[src/rtl/motion_seq.sv]
// motion_seq: multi-channel encoder-counted move sequencer.
// One start launches every channel with a nonzero target. Each channel runs
// until it has counted its encoder edges or its bump stop fires. A move ends
// with a one-cycle done pulse, or silently on abort or reset.
module motion_seq #(
    parameter int NCH   = 2,
    parameter int CNT_W = 16,
    parameter int PWM_W = 10
) (
    input  logic                 WF_CLK,
    input  logic                 rst,
    input  logic                 start,
    input  logic                 abort,
    input  logic [NCH*CNT_W-1:0] target,
    input  logic [NCH*PWM_W-1:0] duty,
    input  logic [NCH-1:0]       dir_in,
    input  logic [NCH-1:0]       encdr,
    input  logic [NCH-1:0]       stop_req,
    output logic [NCH-1:0]       pwm,
    output logic [NCH-1:0]       en,
    output logic [NCH-1:0]       dir,
    output logic [NCH*CNT_W-1:0] count,
    output logic                 busy,
    output logic                 done,
    output logic [NCH-1:0]       fault,
    output logic [1:0]           fsm_state
);

    typedef enum logic [1:0] {IDLE = 2'd0, RUN = 2'd1, FIN = 2'd2} state_t;

    localparam logic [CNT_W-1:0] CNT_ONE = {{(CNT_W-1){1'b0}}, 1'b1};
    localparam logic [PWM_W-1:0] PC_ONE  = {{(PWM_W-1){1'b0}}, 1'b1};
    localparam logic [CNT_W-1:0] CNT_MAX = {CNT_W{1'b1}};

    state_t               state;
    logic [NCH-1:0]       run;
    logic [NCH*CNT_W-1:0] tgt_sh;
    logic [NCH*PWM_W-1:0] duty_sh;
    logic [PWM_W-1:0]     pc;
    logic [NCH-1:0]       enc_s1, enc_s2, enc_s3;
    logic [NCH-1:0]       stp_s1, stp_s2;
    logic [NCH-1:0]       enc_edge;
    logic                 accept;

    // A start counts only when idle, and abort always beats it.
    assign accept    = (state == IDLE) && start && !abort;
    assign enc_edge  = enc_s2 & ~enc_s3;
    assign en        = run;
    assign fsm_state = state;

    // Sequencer: IDLE -> RUN on accepted start, RUN -> FIN when every channel stops.
    always_ff @(posedge WF_CLK) begin
        if (rst) begin
            state <= IDLE;
            busy  <= 1'b0;
            done  <= 1'b0;
        end else if (abort) begin
            state <= IDLE;
            busy  <= 1'b0;
            done  <= 1'b0;
        end else begin
            case (state)
                IDLE: begin
                    done <= 1'b0;
                    if (start) begin
                        state <= RUN;
                        busy  <= 1'b1;
                    end
                end
                RUN: begin
                    if (run == '0) begin
                        state <= FIN;
                        done  <= 1'b1;
                    end
                end
                FIN: begin
                    state <= IDLE;
                    busy  <= 1'b0;
                    done  <= 1'b0;
                end
                default: begin
                    state <= IDLE;
                    busy  <= 1'b0;
                    done  <= 1'b0;
                end
            endcase
        end
    end

    // Per-channel datapath: synchronisers, shadows, counting, stop and PWM.
    always_ff @(posedge WF_CLK) begin
        if (rst) begin
            enc_s1  <= '0;
            enc_s2  <= '0;
            enc_s3  <= '0;
            stp_s1  <= '0;
            stp_s2  <= '0;
            pc      <= '0;
            run     <= '0;
            pwm     <= '0;
            dir     <= '0;
            count   <= '0;
            fault   <= '0;
            tgt_sh  <= '0;
            duty_sh <= '0;
        end else begin
            enc_s1 <= encdr;
            enc_s2 <= enc_s1;
            enc_s3 <= enc_s2;
            stp_s1 <= stop_req;
            stp_s2 <= stp_s1;
            pc     <= pc + PC_ONE;
            if (accept) begin
                tgt_sh  <= target;
                duty_sh <= duty;
                dir     <= dir_in;
                count   <= '0;
                fault   <= '0;
                for (int i = 0; i < NCH; i++)
                    run[i] <= (target[i*CNT_W +: CNT_W] != '0);
            end else begin
                for (int i = 0; i < NCH; i++) begin
                    if (abort) begin
                        run[i] <= 1'b0;
                    end else if (run[i]) begin
                        // Edge and stop may coincide: the edge still counts.
                        if (enc_edge[i] && count[i*CNT_W +: CNT_W] != CNT_MAX) begin
                            count[i*CNT_W +: CNT_W] <= count[i*CNT_W +: CNT_W] + CNT_ONE;
                            if (count[i*CNT_W +: CNT_W] + CNT_ONE == tgt_sh[i*CNT_W +: CNT_W])
                                run[i] <= 1'b0;
                        end
                        if (stp_s2[i]) begin
                            run[i]   <= 1'b0;
                            fault[i] <= 1'b1;
                        end
                    end
                end
            end
            for (int i = 0; i < NCH; i++)
                pwm[i] <= run[i] && (pc < duty_sh[i*PWM_W +: PWM_W]);
        end
    end

endmodule

[config.mk]
export PLATFORM = sky130hd
export DESIGN_NAME = motion_seq
export DESIGN_NICKNAME = d
export VERILOG_FILES = /design/src/rtl/motion_seq.sv
export SDC_FILE = /design/constraint.sdc
export NUM_CORES = 1
export LEC_CHECK = 0
export CELL_PAD_IN_SITES_DETAIL_PLACEMENT = 1
export CELL_PAD_IN_SITES_GLOBAL_PLACEMENT = 1
export CORE_MARGIN = 3
export CORE_UTILIZATION = 39
export CTS_CLUSTER_SIZE = 14
export DETAILED_ROUTE_END_ITERATION = 6
export PLACE_DENSITY = 0.82
export SYNTH_ARGS = -nofsm -noshare
export SYNTH_HDL_FRONTEND = slang
export SYNTH_SLANG_ARGS = --single-unit
[constraint.sdc]
create_clock -name WF_CLK -period 2.5 [get_ports WF_CLK]
set_input_delay 0.5 -clock WF_CLK [delete_from_list [all_inputs] [get_ports WF_CLK]]
set_output_delay 0.5 -clock WF_CLK [all_outputs]
set_load 0.05 [all_outputs]
==> results by group <==
Outcome
  – Run status: finished, final reports clean

Timing
  – Final worst-path cycle share: 0.953
  – Setup violators final: 0
  – Hold_ws: 0.453 ns
  – Highest clock rate: 0.420 GHz
  – Layout Skew: a little over 0.006 ns
  – Unrepaired setup endpoints after global routing: no
  – Max-slew violations: 0
  – Hold Vio Cnt, Final: 0
  – Tmin final: 2.38 ns
  – Slew headroom: 0.616
  – Worst-Margin Slew: 0.571 ns

Hold path
  – Hold path cells: 1
  – Hold Path End: enc_s2[1]$_SDFF_PP0_
  – Worst hold path type: register to register
  – Worst Hold Launch: enc_s1[1]$_SDFF_PP0_

Synth
  – Synth Flop Type: dfxtp_1
  – EDFF count, synth: 0
  – Most area-hungry cell type in the Yosys netlist: dfxtp_1
  – Synthesis Warnings: 0
  – Cells after synthesis: 626
  – Cell variety after synth: a little under 60
  – Most frequent cells after synthesis: 116 x dfxtp_1, 59 x nor2_1, 44 x nand2_1, 36 x o21ai_0, 36 x xor2_1
  – Most numerous cell in the Yosys netlist: dfxtp_1
  – Ys async rst share: 0
  – Area contributors post-synth: dfxtp_1 42%, xor2_1 5.7%, a22o_1 5.5%
  – Post-Syn Nets: 709
  – Sequential cell area fraction in the yosys report: 0.418
  – Syn Area/Cell: 8.87 sq um
  – Synth Cell Area: 5550 sq um
  – Yosys reg bits: 116
  – Post-synth top area share: 0.418

Routing
  – Vias/cell: 5.47
  – Iteration-0 DRC Markers: 298
  – WL/cell: 18.6 um
  – Post-route DRC violation count: 0
  – Antenna Nets Post-Route: 0
  – DRT Wirelength: 17200 um
  – Pre-Repair DR Iteration Count: 4
  – DR vias: 5074

Cells and area
  – Share of cells above drive strength 1: 0.0878
  – Layout area overhead: 34.5%
  – Layout Nets: 822
  – Diodes inserted: 0
  – Util after Layout: 0.551

Worst setup path
  – RR Startpoint: count[18]$_SDFFE_PP0P_
  – Max incr delay on CP: 0.88 ns
  – Crit path required time: 2.00 ns
  – Type of destination of the critical path: primary output
  – CP Max Fanout: 9
  – Worst path bufs/invs: 1
  – Crit Path Class: register to primary output
  – CP delay by family, top: buffers and inverters
  – Crit-path cells: clkdlybuf4s50_1
  – FF-to-FF End: en[1]$_SDFF_PP0_
  – R2R depth: 6
  – CP max-delay cell: clkdlybuf4s50_1
  – CP arrival: 1.88 ns
  – Reg-to-reg slack, setup: approximately 0.27 ns
  – Worst setup SP type: register
  – Total stage count of the critical path: 1

Clock network
  – CTS tree: done
  – CTS Buffer Depth: 2
  – CTS Sinks: ~120
  – Clk root buf: clkbuf_16
  – Clock-pin slew on the worst setup and hold paths: 0.06 ns
  – Clk_lat worst skew: 0.42 ns
  – Total CTS buffers: 17
  – H-tree depth: 4

Global route
  – Initial antenna violation count: 0
  – Met1 usage: 0.255
  – First-pass GRT wire length: 28200 um
  – Busiest layer in global routing: met2
  – Largest net degree at the start of global routing: 28
  – Vias in the first global route: 5591
  – Met2 Usage GRT: 0.403
  – Grt total ovfl: 0
  – Total Routing Usage GR: 0.221
  – Met3 Usage GRT: 0.0546

Power
  – Pint: 3.66 mW
  – Switching part of the total: 0.233
  – Power Total: 4.77 mW
  – PD cells: 639 nW/um^2
  – Leakage: 2.87 nW
  – Clock power frac: 0.500
  – VDD IR-drop max: about 500 uV
  – Power share of the sequential group: 0.410
  – Switching Power: 1.11 mW
  – Logic pwr share: 0.090

Floorplanning
  – Die Span Y: 125 um
  – Chip width: 125 um
  – Die area: 15700 sq um
  – # rows: 42
  – Core Footprint: about 14000 sq um
  – Initial Util: 0.410
  – IO Count: between 100 and 150

Placement
  – Post-DP HPWL: ~12000 um
  – Placer Congestion: approximately 0.84
  – I/O Buffers: 105

Job
  – Total of max-cap violations: 0
-- sequential cells by signal, summed over array words and instances (netlist names) --
| signal | flops |
|---|---|
| enc_s1 | 2 |
| fault | 2 |
| tgt_sh | 32 |
| dir | 2 |
| stp_s1 | 2 |
| busy | 1 |
| count | 32 |
| enc_s3 | 2 |
| stp_s2 | 2 |
| enc_s2 | 2 |
| en | 2 |
| done | 1 |
| fsm_state | 2 |
| pc | 10 |
| duty_sh | 20 |
| pwm | 2 |
-- area by class of cell --
type | count | area (sq um)
Clock inverter | 11 | 108
Timing Repair Buffer | 129 | 1270
Fill cell | 1593 | 6090
Clock buffer | 21 | 470
Multi-Input combinational cell | 449 | 2980
Tap cell | 176 | 220
Sequential cell | 116 | 2320
Inverter | 26 | 97.6
-- power groups by stage --
stage                     Clock [mW]  Combinational, mW  Sequential, mW
after CTS                       2.42              0.432            1.95
after global routing            2.51              0.470            1.96
after floorplan                    0              0.194            2.00
after detailed placement           0              0.426            1.99
final                           2.39              0.429            1.95
after global placement             0              0.410            1.99
-- cells in the final DEF (no fill, tap or decap), types with 3 or more instances in the layout --
| cell | n |
|---|---|
| o21a_1 | 4 |
| and3_1 | 12 |
| inv_1 | 26 |
| nand3b_1 | 3 |
| buf_4 | 21 |
| nand4_1 | 13 |
| or3_1 | 6 |
| nand2b_1 | 6 |
| nor2b_1 | 15 |
| nor4_1 | 11 |
| o21ai_0 | 36 |
| nor3_1 | 16 |
| clkbuf_16 | 17 |
| and2_1 | 4 |
| nand2_1 | 44 |
| buf_12 | 3 |
| nor3b_1 | 3 |
| nand3_1 | 25 |
| a21oi_1 | 21 |
| clkdlybuf4s50_1 | 103 |
| xor2_1 | 36 |
| a22o_1 | 35 |
| ha_1 | 21 |
| a21o_1 | 5 |
| a31oi_1 | 4 |
| clkinv_2 | 8 |
| nor2_1 | 58 |
| clkbuf_8 | 3 |
| dfxtp_1 | 116 |
| xnor2_1 | 34 |
-- metrics by stage --
step	std cells	setup WS [ns]	area [sq um]	setup TNS, ns
3_5_place_dp	896	-0.163	6880	-0.221
6_report	928	0.117	7470	0
5_1_grt	928	0.0458	7470	0
4_1_cts	928	0.0146	7460	0
2_1_floorplan	626	0.165	5550	0
3_3_place_gp	896	-0.0400	6880	-0.0400
-- how the worst max path moves through the flow --
stage / startpoint / end / slack, ns
after global placement: target[11] / en[0]$_SDFF_PP0_ / -0.04
after detailed placement: target[11] / en[0]$_SDFF_PP0_ / -0.16
after global routing: count[19]$_SDFFE_PP0P_ / count[19] / 0.05
after CTS: count[18]$_SDFFE_PP0P_ / count[18] / 0.01
final: count[19]$_SDFFE_PP0P_ / count[19] / 0.12
after floorplan: count[17]$_SDFFE_PP0P_ / en[1]$_SDFF_PP0_ / 0.16
-- routing by layer --
metal  wire (um)  up-vias
li1            -     2430
met1        7270     2504
met2        8930      114
met3         759       26
met4         258        0
met5           0        -
-- timing repair --
item | CTS | global route
endpoints found under the hold margin | 0 | 0
resized for setup | 0 | 4
setup buffers | 0 | 0
hold buffers | 0 | 0
endpoints found under the setup margin | 0 | 14
-- cells by family after synthesis --
kind of cell	after synthesis	share of synthesized area
flops	116	0.418
mux	2	0.00361
simple gates	230	0.213
compound gates	126	0.159
buf+inv	61	0.0484
xor+xnor	70	0.110
fa+ha+maj	21	0.0473
Power figures use the tool's default switching activity.
